### src/rtl/param_sync_fifo.sv
// Parametrised single-clock FIFO with occupancy count, programmable almost flags,
// overflow/underflow pulses and flush. Define PARAM_SYNC_FIFO_FWFT_EN for first-word-fall-through reads.
module param_sync_fifo #(
  parameter int DATA_WIDTH = 8,
  parameter int DEPTH      = 16,
  parameter int AF_THRESH  = DEPTH - 2,
  parameter int AE_THRESH  = 2,
  localparam int CW        = $clog2(DEPTH + 1)
) (
  input  logic                  clk,
  input  logic                  rst_n,
  input  logic                  flush,
  input  logic                  wr_en,
  input  logic [DATA_WIDTH-1:0] data_in,
  input  logic                  rd_en,
  output logic [DATA_WIDTH-1:0] data_out,
  output logic                  rd_valid,
  output logic                  full,
  output logic                  empty,
  output logic                  almost_full,
  output logic                  almost_empty,
  output logic [CW-1:0]         count,
  output logic                  overflow,
  output logic                  underflow
);

  localparam int PW = (DEPTH > 1) ? $clog2(DEPTH) : 1;

  logic [DATA_WIDTH-1:0] mem [DEPTH];

  logic [PW-1:0] wr_ptr_reg, wr_ptr_next;
  logic [PW-1:0] rd_ptr_reg, rd_ptr_next;
  logic [CW-1:0] count_reg, count_next;
  logic          full_reg, empty_reg, af_reg, ae_reg;
  logic          overflow_reg, underflow_reg;
  logic          rd_acc, wr_acc;
  logic          clear;

  // Explicit wrap so DEPTH need not be a power of two.
  function automatic logic [PW-1:0] ptr_inc(input logic [PW-1:0] p);
    return (p == PW'(DEPTH - 1)) ? '0 : p + PW'(1);
  endfunction

  // A read frees a slot in the same cycle, so a full FIFO still accepts a write alongside it.
  assign rd_acc = rd_en & ~empty_reg;
  assign wr_acc = wr_en & (~full_reg | rd_acc);
  assign clear  = ~rst_n | flush;

  always_comb begin
    wr_ptr_next = wr_acc ? ptr_inc(wr_ptr_reg) : wr_ptr_reg;
    rd_ptr_next = rd_acc ? ptr_inc(rd_ptr_reg) : rd_ptr_reg;
    count_next  = count_reg + CW'(wr_acc) - CW'(rd_acc);
  end

  always_ff @(posedge clk) begin
    if (!clear && wr_acc) begin
      mem[wr_ptr_reg] <= data_in;
    end
  end

  always_ff @(posedge clk) begin
    if (clear) begin
      wr_ptr_reg    <= '0;
      rd_ptr_reg    <= '0;
      count_reg     <= '0;
      full_reg      <= 1'b0;
      empty_reg     <= 1'b1;
      af_reg        <= 1'b0;
      ae_reg        <= 1'b1;
      overflow_reg  <= 1'b0;
      underflow_reg <= 1'b0;
    end else begin
      wr_ptr_reg    <= wr_ptr_next;
      rd_ptr_reg    <= rd_ptr_next;
      count_reg     <= count_next;
      full_reg      <= (count_next == CW'(DEPTH));
      empty_reg     <= (count_next == '0);
      af_reg        <= (int'(count_next) >= AF_THRESH);
      ae_reg        <= (int'(count_next) <= AE_THRESH);
      overflow_reg  <= wr_en & ~wr_acc;
      underflow_reg <= rd_en & empty_reg;
    end
  end

  assign count        = count_reg;
  assign full         = full_reg;
  assign empty        = empty_reg;
  assign almost_full  = af_reg;
  assign almost_empty = ae_reg;
  assign overflow     = overflow_reg;
  assign underflow    = underflow_reg;

`ifdef PARAM_SYNC_FIFO_FWFT_EN
  // Head word is shown as soon as the registered empty flag drops.
  assign data_out = empty_reg ? '0 : mem[rd_ptr_reg];
  assign rd_valid = ~empty_reg;
`else
  logic [DATA_WIDTH-1:0] data_out_reg;
  logic                  rd_valid_reg;

  always_ff @(posedge clk) begin
    if (clear) begin
      data_out_reg <= '0;
      rd_valid_reg <= 1'b0;
    end else if (rd_acc) begin
      data_out_reg <= mem[rd_ptr_reg];
      rd_valid_reg <= 1'b1;
    end else begin
      rd_valid_reg <= 1'b0;
    end
  end

  assign data_out = data_out_reg;
  assign rd_valid = rd_valid_reg;
`endif

endmodule
### config.mk
export PLATFORM = sky130hd
export DESIGN_NAME = param_sync_fifo
export DESIGN_NICKNAME = d
export VERILOG_FILES = /design/src/rtl/param_sync_fifo.sv
export SDC_FILE = /design/constraint.sdc
export NUM_CORES = 1
export LEC_CHECK = 0
export ABC_AREA = 1
export BUFFER_PORTS_ARGS = -buffer_cell sky130_fd_sc_hd__buf_2
export CORE_MARGIN = 2
export CORE_UTILIZATION = 50
export DETAILED_ROUTE_END_ITERATION = 6
export GPL_ROUTABILITY_DRIVEN = 0
export HOLD_SLACK_MARGIN = 0.06
export PLACE_DENSITY_LB_ADDON = 0.05
export RECOVER_POWER = 100
export SKIP_LAST_GASP = 1
export SLEW_MARGIN = 20
export SYNTH_ARGS = -nofsm -noshare
export SYNTH_HDL_FRONTEND = slang
export SYNTH_SLANG_ARGS = --single-unit
### constraint.sdc
create_clock -name clk -period 6.73 [get_ports clk]
set_input_delay 0.3365 -clock clk [delete_from_list [all_inputs] [get_ports clk]]
set_output_delay 0.3365 -clock clk [all_outputs]
set_load 0.05 [all_outputs]
---- After elaboration in Yosys (flattened, before gate mapping) ----
Memories as Yosys holds them, arrays and structs flattened. A register that Yosys moved wholly into a read port is not among the register bits.
Index checks and enable logic that the tools add are counted.
cells by class
  order comparisons ....................... 2
  add/sub/neg operators ................... 4
  bitwise gates (word level) .............. 10
  reductions and logical operators ........ 3
  muxes and demuxes ....................... 5
  equal/unequal tests ..................... 3
operators with widths
  operator             count
  $add 4x1->4 const B  2
  $eq 4x4->1 const B   2
  $mux 4               2
  $add 5x1->5          1
  $eq 5x5->1 const B   1
  $ge 5x4->1 const B   1
  $le 5x2->1 const B   1
  $logic_not 5->1      1
  $sub 5x1->5          1
  $and 1x1->1          4
  $not 1->1            4
  $mux 1               3
  $or 1x1->1           2
  $logic_and 1x1->1    1
  $logic_not 1->1      1
storage, ports and cells
  memories kept ........................... 1
  logic and storage cells ................. 38
  bits in writable memories ............... 128
  register bits ........................... 20
  input bits .............................. 13
memories
  memory  depth  width  read ports  clocked after Yosys merged registers in  wr ports  line  RTL
  mem     16     8      1           1                                        1         29    logic [DATA_WIDTH-1:0] mem [DEPTH];

---- Depth between registers and ports, before layout ----
Gate-level depths: netlist (run 1).
  depth in word-level cells ............... 7
  mapped depth ............................ 13
  mapped depth without buffers ............ 13

---- Worst setup path after synthesis (run 1) ----
OpenSTA, ideal clock, no wires.
  kind .................................... register to register
  start ................................... register empty_reg, in the netlist empty
  end ..................................... register empty_reg, in the netlist empty
  period minus slack after synthesis ...... 2.567 ns
  required time ........................... 6.669 ns
  cell stages (with the launch flop) ...... 13
  buffers on the path ..................... 1
  arrival ................................. 2.506 ns
  slack ................................... 4.163 ns
  library setup time ...................... 0.061 ns
  cells stage by stage .................... dfxtp_1 inv_1 nand2_1 inv_1 clkbuf_1 ha_1 inv_1 ha_1 fa_1 xor2_1 nor3_1 nand3_1 nand2_1
between the ends
  cells in the longest elaborated chain, start to end .. 7
RTL lines
  element                   line  RTL
  start: declaration        34    logic full_reg, empty_reg, af_reg, ae_reg;
  start signal: assignment  77    empty_reg <= (count_next == '0);
  $not 1->1 (*)             45    assign rd_acc = rd_en & ~empty_reg;
  $and 1x1->1 (*)           45
  via rd_acc                36    logic rd_acc, wr_acc;
  $or 1x1->1                46    assign wr_acc = wr_en & (~full_reg | rd_acc);
  $and 1x1->1               46
  $add 5x1->5               52    count_next = count_reg + CW'(wr_acc) - CW'(rd_acc);
  $sub 5x1->5 (*)           52
  $logic_not 5->1 (*)       77
Mark *: on every way through the listed nets, which the timed path passes. The rest lies on a longest branch.
A chain may end at the register's enable or synchronous reset.

==> results of run 1 <==
==> worst max path at each step <==
stage / startpoint / endpoint / slack, ns / cells past startpoint
2_1_floorplan: empty / empty / 4.16 / 12
3_3_place_gp: flush / mem[9][1] / 4.08 / 6
3_5_place_dp: flush / mem[7][0] / 4.02 / 6
4_1_cts: empty / full / 4.25 / 11
5_1_grt: rd_ptr_reg[1] / data_out[1] / 2.45 / 7
6_report: rd_ptr_reg[1] / data_out[1] / 2.77 / 7
==> worst min-delay path: cells and delay by family <==
kind | cells | cell delay [ns]
AND/OR/NAND/NOR | 2 | 0.09
buffers and inverters | 1 | 0.11
==> logic make-up (layout without fill, tap and decap cells) <==
| kind of cell | count (synthesis) | in the layout | share of synthesized area |
|---|---|---|---|
| compound gates | 38 | 38 | 0.0291 |
| xor+xnor | 5 | 5 | 0.00661 |
| fa+ha+maj | 11 | 11 | 0.0219 |
| buf+inv | 129 | 169 | 0.0765 |
| flops | 156 | 156 | 0.665 |
| simple gates | 318 | 318 | 0.201 |
==> cell type report <==
| cell class | instances | area [um^2] |
|---|---|---|
| clock buffer | 21 | 440 |
| timing repair buffer | 34 | 136 |
| multi-input combinational | 372 | 1700 |
| sequential | 156 | 4410 |
| fill | 1143 | 5660 |
| inverter | 104 | 390 |
| tap | 176 | 220 |
| clock inverter | 10 | 124 |
==> where the power goes <==
group | switching (uW) | internal (uW) | leakage [uW]
Clock | 353 | 574 | 0.000273
Sequential | 6.22 | 1060 | 0.00138
Combinational | 112 | 34.6 | 0.00134
==> through the flow <==
stage          power [uW]   util
6_report             2140  0.567
5_1_grt              2200  0.567
4_1_cts              2150  0.570
3_5_place_dp         1230  0.527
3_3_place_gp         1230  0.527
2_1_floorplan        1180      -
==> placed cells by master, fill, tap and decap left out <==
master / synthesis / routed
bufinv_16: 0 / 3
clkbuf_16: 0 / 17
a21oi_1: 24 / 24
a21o_1: 1 / 1
xnor2_1: 1 / 1
clkbuf_1: 9 / 33
fa_1: 1 / 1
ha_1: 10 / 10
nor3_1: 3 / 3
o21ai_0: 13 / 13
buf_4: 1 / 1
inv_1: 101 / 101
edfxtp_1: 128 / 128
clkinv_1: 2 / 6
nor2_1: 34 / 36
buf_2: 15 / 4
nor3b_1: 1 / 1
clkinvlp_4: 0 / 1
nand2_1: 182 / 182
nand3_1: 95 / 95
dfxtp_2: 0 / 1
xor2_1: 4 / 4
dfxtp_1: 28 / 27
clkinv_2: 0 / 3
nand4_1: 1 / 1
==> layer usage <==
| layer | part of all wire | wire, um | up-vias | track usage |
|---|---|---|---|---|
| met3 | 0.052 | 812 | 19 | 0.0455 |
| met5 | 0 | 0 | - | 0 |
| met4 | 0.016 | 250 | 0 | 0.0818 |
| met1 | 0.46 | 7220 | 2187 | 0.333 |
| li1 | - | - | 2195 | - |
| met2 | 0.47 | 7290 | 123 | 0.359 |
==> metrics.md, run 1 <==
| Metric | Value |
|---|---|
| Ys flop type | edfxtp_1 |
| Initial core utilization | 0.506 |
| Synthesized area | 6620 um^2 |
| Cell mode on critical path | nand3_1 |
| Final setup TNS | 0 ns |
| Type of origin of the critical path | flip-flop |
| Num Clock Sinks | 156 |
| WL final | 15600 um |
| Placed insts | 842 |
| Routed len/inst | roughly 18 um |
| Slowest stage cell, crit path | clkinv_1 |
| Setup CP Type | flip-flop to flip-flop |
| Reg2Reg Launch Point | rd_ptr_reg[1] |
| DIE HEIGHT | ~120 um |
| CTS tree | yes |
| Worst hold path startpoint | wr_en |
| Reg2Reg Setup Slack | 2.77 ns |
| Finished Cell Area | 7420 um^2 |
| Synth Area per Inst | 10.1 um^2 |
| Yosys warnings | 0 |
| Port Buf Inserts | 32 |
| HPWL after detailed placement | between 9000 and 10000 um |
| R2r endpoint | data_out[1] |
| Total Die Area | 14200 um^2 |
| Number of flops mapped to enable cells by yosys | 128 |
| Final worst-path setup slack | 2.77 ns |
| WHS Path Cells | 3 |
| Final cell count without fillers | roughly 870 |
| DRC | 0 |
| First-pass GRT wire length | 24000 um |
| Max_slew headroom | -0.294 |
| Vias per cell | slightly above 5 |
| CTS Buffer Depth | 2 |
| CP required | 7.08 ns |
| Nets | 709 |
| DRT Pass-1 Iters | 7 |
| Area Growth Syn to Fin | 12.1% |
| Power per cell area | 288 nW/um^2 |
| Dominant cell type by area after synthesis | edfxtp_1 |
| Worst Hold End | overflow |
| Worst Skew | 0.00614 ns |
| CP cell instances | clkbuf_1, clkinv_1, nand3_1, nand3_1, nand2_1, nor2_1, a21oi_1 |
| Yosys top cell area share | 0.581 |
| CP top delay family | buffers and inverters |
| Post-synth ARST share | 0 |
| Row count | 42 |
| Slew Limit Fails | around 100 |
| Sequential share of the synthesized area | 0.665 |
| Fmax | 252 MHz |
| Max reg flops | ~130 |
| Setup violations, final | 0 |
| Setup repair bufs after CTS | 0 |
| GRT Total Usage | 0.233 |
| Cts hold-fix bufs | 0 |
| Die width | 119 um |
| Placed Area | ~6900 um^2 |
| Initial antenna violation count | 0 |
| Min Hold Slack | 0.156 ns |
| Root cell of the clock tree | clkbuf_16 |
| Via Count | around 4500 |
| H-tree depth | 4 |
| Yosys reg bits | 156 |
| Synth top cells by count | nand2_1 (182), edfxtp_1 (128), inv_1 (101), nand3_1 (95), nor2_1 (34) |
| Top-count cell post-synth | nand2_1 |
| Final-report hold violation count | 0 |
| Final ANT Viol Nets | 0 |
| Vias in the first global route | 4315 |
| Worst-path clk slew | 0.06 ns |
| Crit-path max FO | 35 |
| Core Box Area | 13100 um^2 |
| Distinct cells, synth | 22 |
| I/O Pins | 33 |
| Dpl ws | 4.02 ns |
| Clock Latency Late Sink | 0.42 ns |
| Status | finished, violations left |
| Period utilization | 0.589 |
| Gate Count Post-Synth | 657 |
| Antenna diodes | 0 |
| Setup crit end kind | flip-flop |
| Initial DRC Count | 304 |
| Peak supply drop | 0.190 mV |
| HP Class | input pin to flip-flop |
| Failing checks | max-capacitance violations, max-slew violations |
| Min Tclk post-route | between 3 and 4 ns |
| RSZ-0062 raised after global routing | no |
| Syn Nets | ~700 |
| CP max stage delay | 1.42 ns |
| Total grt overflow | 0 |
| Max Cap Viol | 2 |
| Total CTS buffers | 17 |
| Least-Margin Pin Slew | just under 2 ns |
| Largest cells by area after synthesis | edfxtp_1 (58%), nand2_1 (10%), dfxtp_1 (8.5%), nand3_1 (7.2%), inv_1 (5.7%) |
| Post-cts resize count | 0 |
| CP arrival | 4.32 ns |
| Buf/Inv on CP | 2 |
| Leak | approximately 0.003 uW |
| Largest net degree at the start of global routing | 69 |
| Share of cells above drive strength 1 | 0.0430 |
| Reg2Reg Depth | 7 |
No activity file was read; power rests on OpenSTA's default activity.
==> inputs of run 2 (changes only) <==
--- a/config.mk
+++ b/config.mk
@@ -5,7 +5,7 @@
 export SDC_FILE = /design/constraint.sdc
 export NUM_CORES = 1
 export LEC_CHECK = 0
-export ABC_AREA = 1
+export ABC_AREA = 0
 export BUFFER_PORTS_ARGS = -buffer_cell sky130_fd_sc_hd__buf_2
 export CORE_MARGIN = 2
 export CORE_UTILIZATION = 50
==> constraint.sdc (replaced) <==
create_clock -name clk -period 3.9 [get_ports clk]
set_input_delay 0.195 -clock clk [delete_from_list [all_inputs] [get_ports clk]]
set_output_delay 0.195 -clock clk [all_outputs]
set_load 0.05 [all_outputs]
==> run 2 against run 1 <==
  * Clock skew increased by 0.0064 ns
  * Power increased by 76%
  * Register-to-register slack got worse by 1.9 ns
  * Sequential power increased by 73%
  * Non-clock buffer count increased by 6
  * Largest power group unchanged
  * Final area decreased by 4.4%
  * First-iteration DRC count decreased by 5.9%
  * The flow still finishes with violations (max-capacitance violations, max-slew violations)
  * Hold slack got worse by 0.061 ns
  * Via count decreased by 26%
  * Area after synthesis decreased by 6.0%
==> metrics.md, run 2 <==
| Metric | Value |
|---|---|
| Dominant cell type by area after synthesis | edfxtp_1 |
| Type of origin of the critical path | input pin |
| Setup violations, final | 0 (unchanged) |
| Compound-Gate Fraction of Synth Area | 0.0681 (+0.0390) |
| HP Class | input pin to flip-flop |
| Ys flop type | edfxtp_1 |
| Sw frac | 0.216 (-0.00462) |
| Mux cell area share after synthesis | 0.116 (+0.116) |
| Yosys reg bits | 156 (unchanged) |
| DIE HEIGHT | 116 um (-2.9%) |
| H-tree depth | 4 (unchanged) |
| Switching power summed over all nets | 814 uW (+73%) |
| WL final | 12900 um (-17%) |
| Setup CP Type | input pin to flip-flop |
| RSZ-0062 raised after global routing | no |
| I/O Pins | 33 (unchanged) |
| Synth Area per Inst | 16.1 um^2 (+60%) |
| GRT Total Usage | 0.207 (-0.0267) |
| Yosys top cell area share | 0.617 (+0.0369) |
| P_int | 2950 uW (+77%) |
| Main combinational cell family by area after synthesis | multiplexers |
| Final setup TNS | 0 ns (unchanged) |
| Largest net degree at the start of global routing | 23 (-67%) |
| Most common cell after layout, fill and taps aside | edfxtp_1 |
| Distinct cells, synth | 48 (+120%) |
| Row count | 40 (-4.8%) |
| Top-count cell post-synth | edfxtp_1 |
| Reg2Reg Launch Point | rd_ptr_reg[0] |
| CP arrival | 3.35 ns (-0.97 ns) |
| Vias in the first global route | 3352 (-22%) |
| Synthesized area | 6220 um^2 (-6.0%) |
| Routed len/inst | 21.3 um (+19%) |
| Final worst-path setup slack | 0.852 ns (-1.91 ns) |
| Port Buf Inserts | 32 (unchanged) |
| Root cell of the clock tree | clkbuf_16 |
| Combinational fraction of design power | 0.058 (-0.011) |
| Gate Count Post-Synth | 386 (-41%) |
| Post-synth ARST share | 0 (unchanged) |
| DRC | 0 (unchanged) |
| DRT Pass-1 Iters | 4 (-3) |
| Synth top cells by count | edfxtp_1 (128), mux2i_1 (36), dfxtp_1 (28), nor2_1 (23), a21oi_1 (22) |
| Nets | 449 (-37%) |
| Max_slew headroom | -0.150 (+0.143) |
| Synth Area in Adders | 0.0233 (+0.00139) |
| Final ANT Viol Nets | 0 (unchanged) |
| Worst-path clk slew | 0.06 ns (about the same) |
| Worst hold path startpoint | wr_en |
| HPWL after detailed placement | 8230 um (-18%) |
| Part of the power in registers | 0.486 (-0.011) |
| Antenna diodes | 0 (unchanged) |
| Simple logic cell fraction of the synthesized area | 0.0480 (-0.152) |
| Slew Limit Fails | 23 (-77%) |
| Commonest non-fill, non-tap cells in the layout | edfxtp_1 (128), mux2i_1 (36), clkbuf_1 (35), dfxtp_1 (27), nor2_1 (23) |
| CTS tree | yes |
| Initial core utilization | 0.516 (+0.0102) |
| Synth Area in XOR/XNOR | 0.00844 (+0.00183) |
| Crit path launch | rd_en |
| Yosys warnings | 0 (unchanged) |
| Fmax | 328 MHz |
| Total grt overflow | 0 (unchanged) |
| Max reg flops | 128 (unchanged) |
| CTS Buffer Depth | 2 (unchanged) |
| CP cell instances | dlygate4sd3_1, buf_2, nand2b_1, inv_1, ha_1, inv_1, ha_1, fa_1, a21o_1, a21oi_1, xnor2_1, a41o_1 |
| Via Count | 3344 (-26%) |
| Share of cells above drive strength 1 | 0.105 (+0.0620) |
| Least-Margin Pin Slew | 1.73 ns (-0.213 ns) |
| Sequential share of the synthesized area | 0.708 (+0.0423) |
| Dpl ws | 1.05 ns (-2.97 ns) |
| First-pass GRT wire length | 19300 um (-19%) |
| CP required | 4.20 ns (-2.88 ns) |
| Reg2Reg Setup Slack | 0.90 ns (-1.87 ns) |
| Total Die Area | 13400 um^2 (-5.8%) |
| Leak | 0.00225 uW (-25%) |
| Worst Skew | 0.0125 ns (+0.00640 ns) |
| Syn Nets | 410 (-40%) |
| Clock power frac | 0.455 (+0.021) |
| Power per cell area | 531 nW/um^2 (+84%) |
| Total CTS buffers | 17 (unchanged) |
| CP max stage delay | 0.53 ns (-0.89 ns) |
| Max Cap Viol | 1 (-1) |
| Total power | 3770 uW (+76%) |
| Number of flops mapped to enable cells by yosys | 128 (unchanged) |
| Final-report hold violation count | 0 (unchanged) |
| Num Clock Sinks | 156 (unchanged) |
| Setup crit end kind | flip-flop |
| Status | finished, violations left |
| Period utilization | 0.782 |
| Post-cts resize count | 0 (unchanged) |
| Peak supply drop | 0.358 mV (+88%) |
| Initial DRC Count | 286 (-5.9%) |
| Clock Latency Late Sink | 0.42 ns (about the same) |
| Die width | 116 um (-2.9%) |
| Slowest stage cell, crit path | dlygate4sd3_1 |
| Core Box Area | 12100 um^2 (-7.8%) |
| Vias per cell | 5.52 (+6.5%) |
| Area Growth Syn to Fin | 14.0% |
| Crit-path max FO | 21 (-40%) |
| Largest cells by area after synthesis | edfxtp_1 (62%), dfxtp_1 (9.0%), mux2i_1 (5.8%), mux4_2 (3.3%), mux4_1 (2.5%) |
| Failing checks | max-capacitance violations, max-slew violations |
| Min Tclk post-route | 3.05 ns |
| Min Hold Slack | 0.0954 ns (-0.0611 ns) |
| Initial antenna violation count | 0 (unchanged) |
run 2: final cells by class:
type                       instances  area [um^2]
multi-input combinational        196         1640
clock inverter                    14          190
sequential                       156         4410
timing repair buffer              40          168
inverter                          14         57.6
fill                             926         4960
clock buffer                      18          429
tap                              168          210
run 2: power groups by stage:
stage | combinational [uW] | clock, uW | sequential, uW
final | 220 | 1710 | 1830
after global routing | 238 | 1810 | 1830
after CTS | 228 | 1750 | 1830
after detailed placement | 225 | 0 | 1870
after global placement | 221 | 0 | 1870
after floorplan | 104 | 0 | 1920
run 2: timing repair:
item                                   in CTS  in global routing
setup buffers                               0                  0
endpoints found under the hold margin       1                  0
hold buffers                                1                  0
run 2: cells by family (layout without fill, tap and decap cells):
family | count (synthesis) | in the layout
flops | 156 | 156
compound gates | 65 | 65
simple gates | 63 | 63
mux | 51 | 51
buf+inv | 34 | 86
fa+ha+maj | 11 | 11
xor+xnor | 6 | 6
run 2: layer usage:
metal,vias up,part of all wire,track usage
li1,1584,-,-
met1,1662,0.44,0.283
met2,86,0.47,0.313
met3,12,0.071,0.0518
met4,0,0.016,0.0996
met5,-,0,0
run 2: final timing paths:
path / to / depth (start not counted)
setup / recovery: empty / 12
hold / removal: overflow / 3
setup reg to reg: data_out[4] / 4
hold reg to reg: data_out[6] / 2
run 2: critical path, delay by kind of cell:
family	cells	cell delay, ns
adders and majority gates	3	1.02
xor gates and xnor gates	1	0.17
and+or+nand+nor	1	0.24
buffers and inverters	4	1.09
AOI/OAI and AO/OA	3	0.61
run 2: per-stage QoR:
stage / util / instance area [um^2] / instances
2_1_floorplan: - / 6220 / 386
4_1_cts: 0.593 / 7160 / 606
5_1_grt: 0.588 / 7100 / 606
3_5_place_dp: 0.541 / 6530 / 573
3_3_place_gp: 0.541 / 6530 / 573
6_report: 0.588 / 7100 / 606
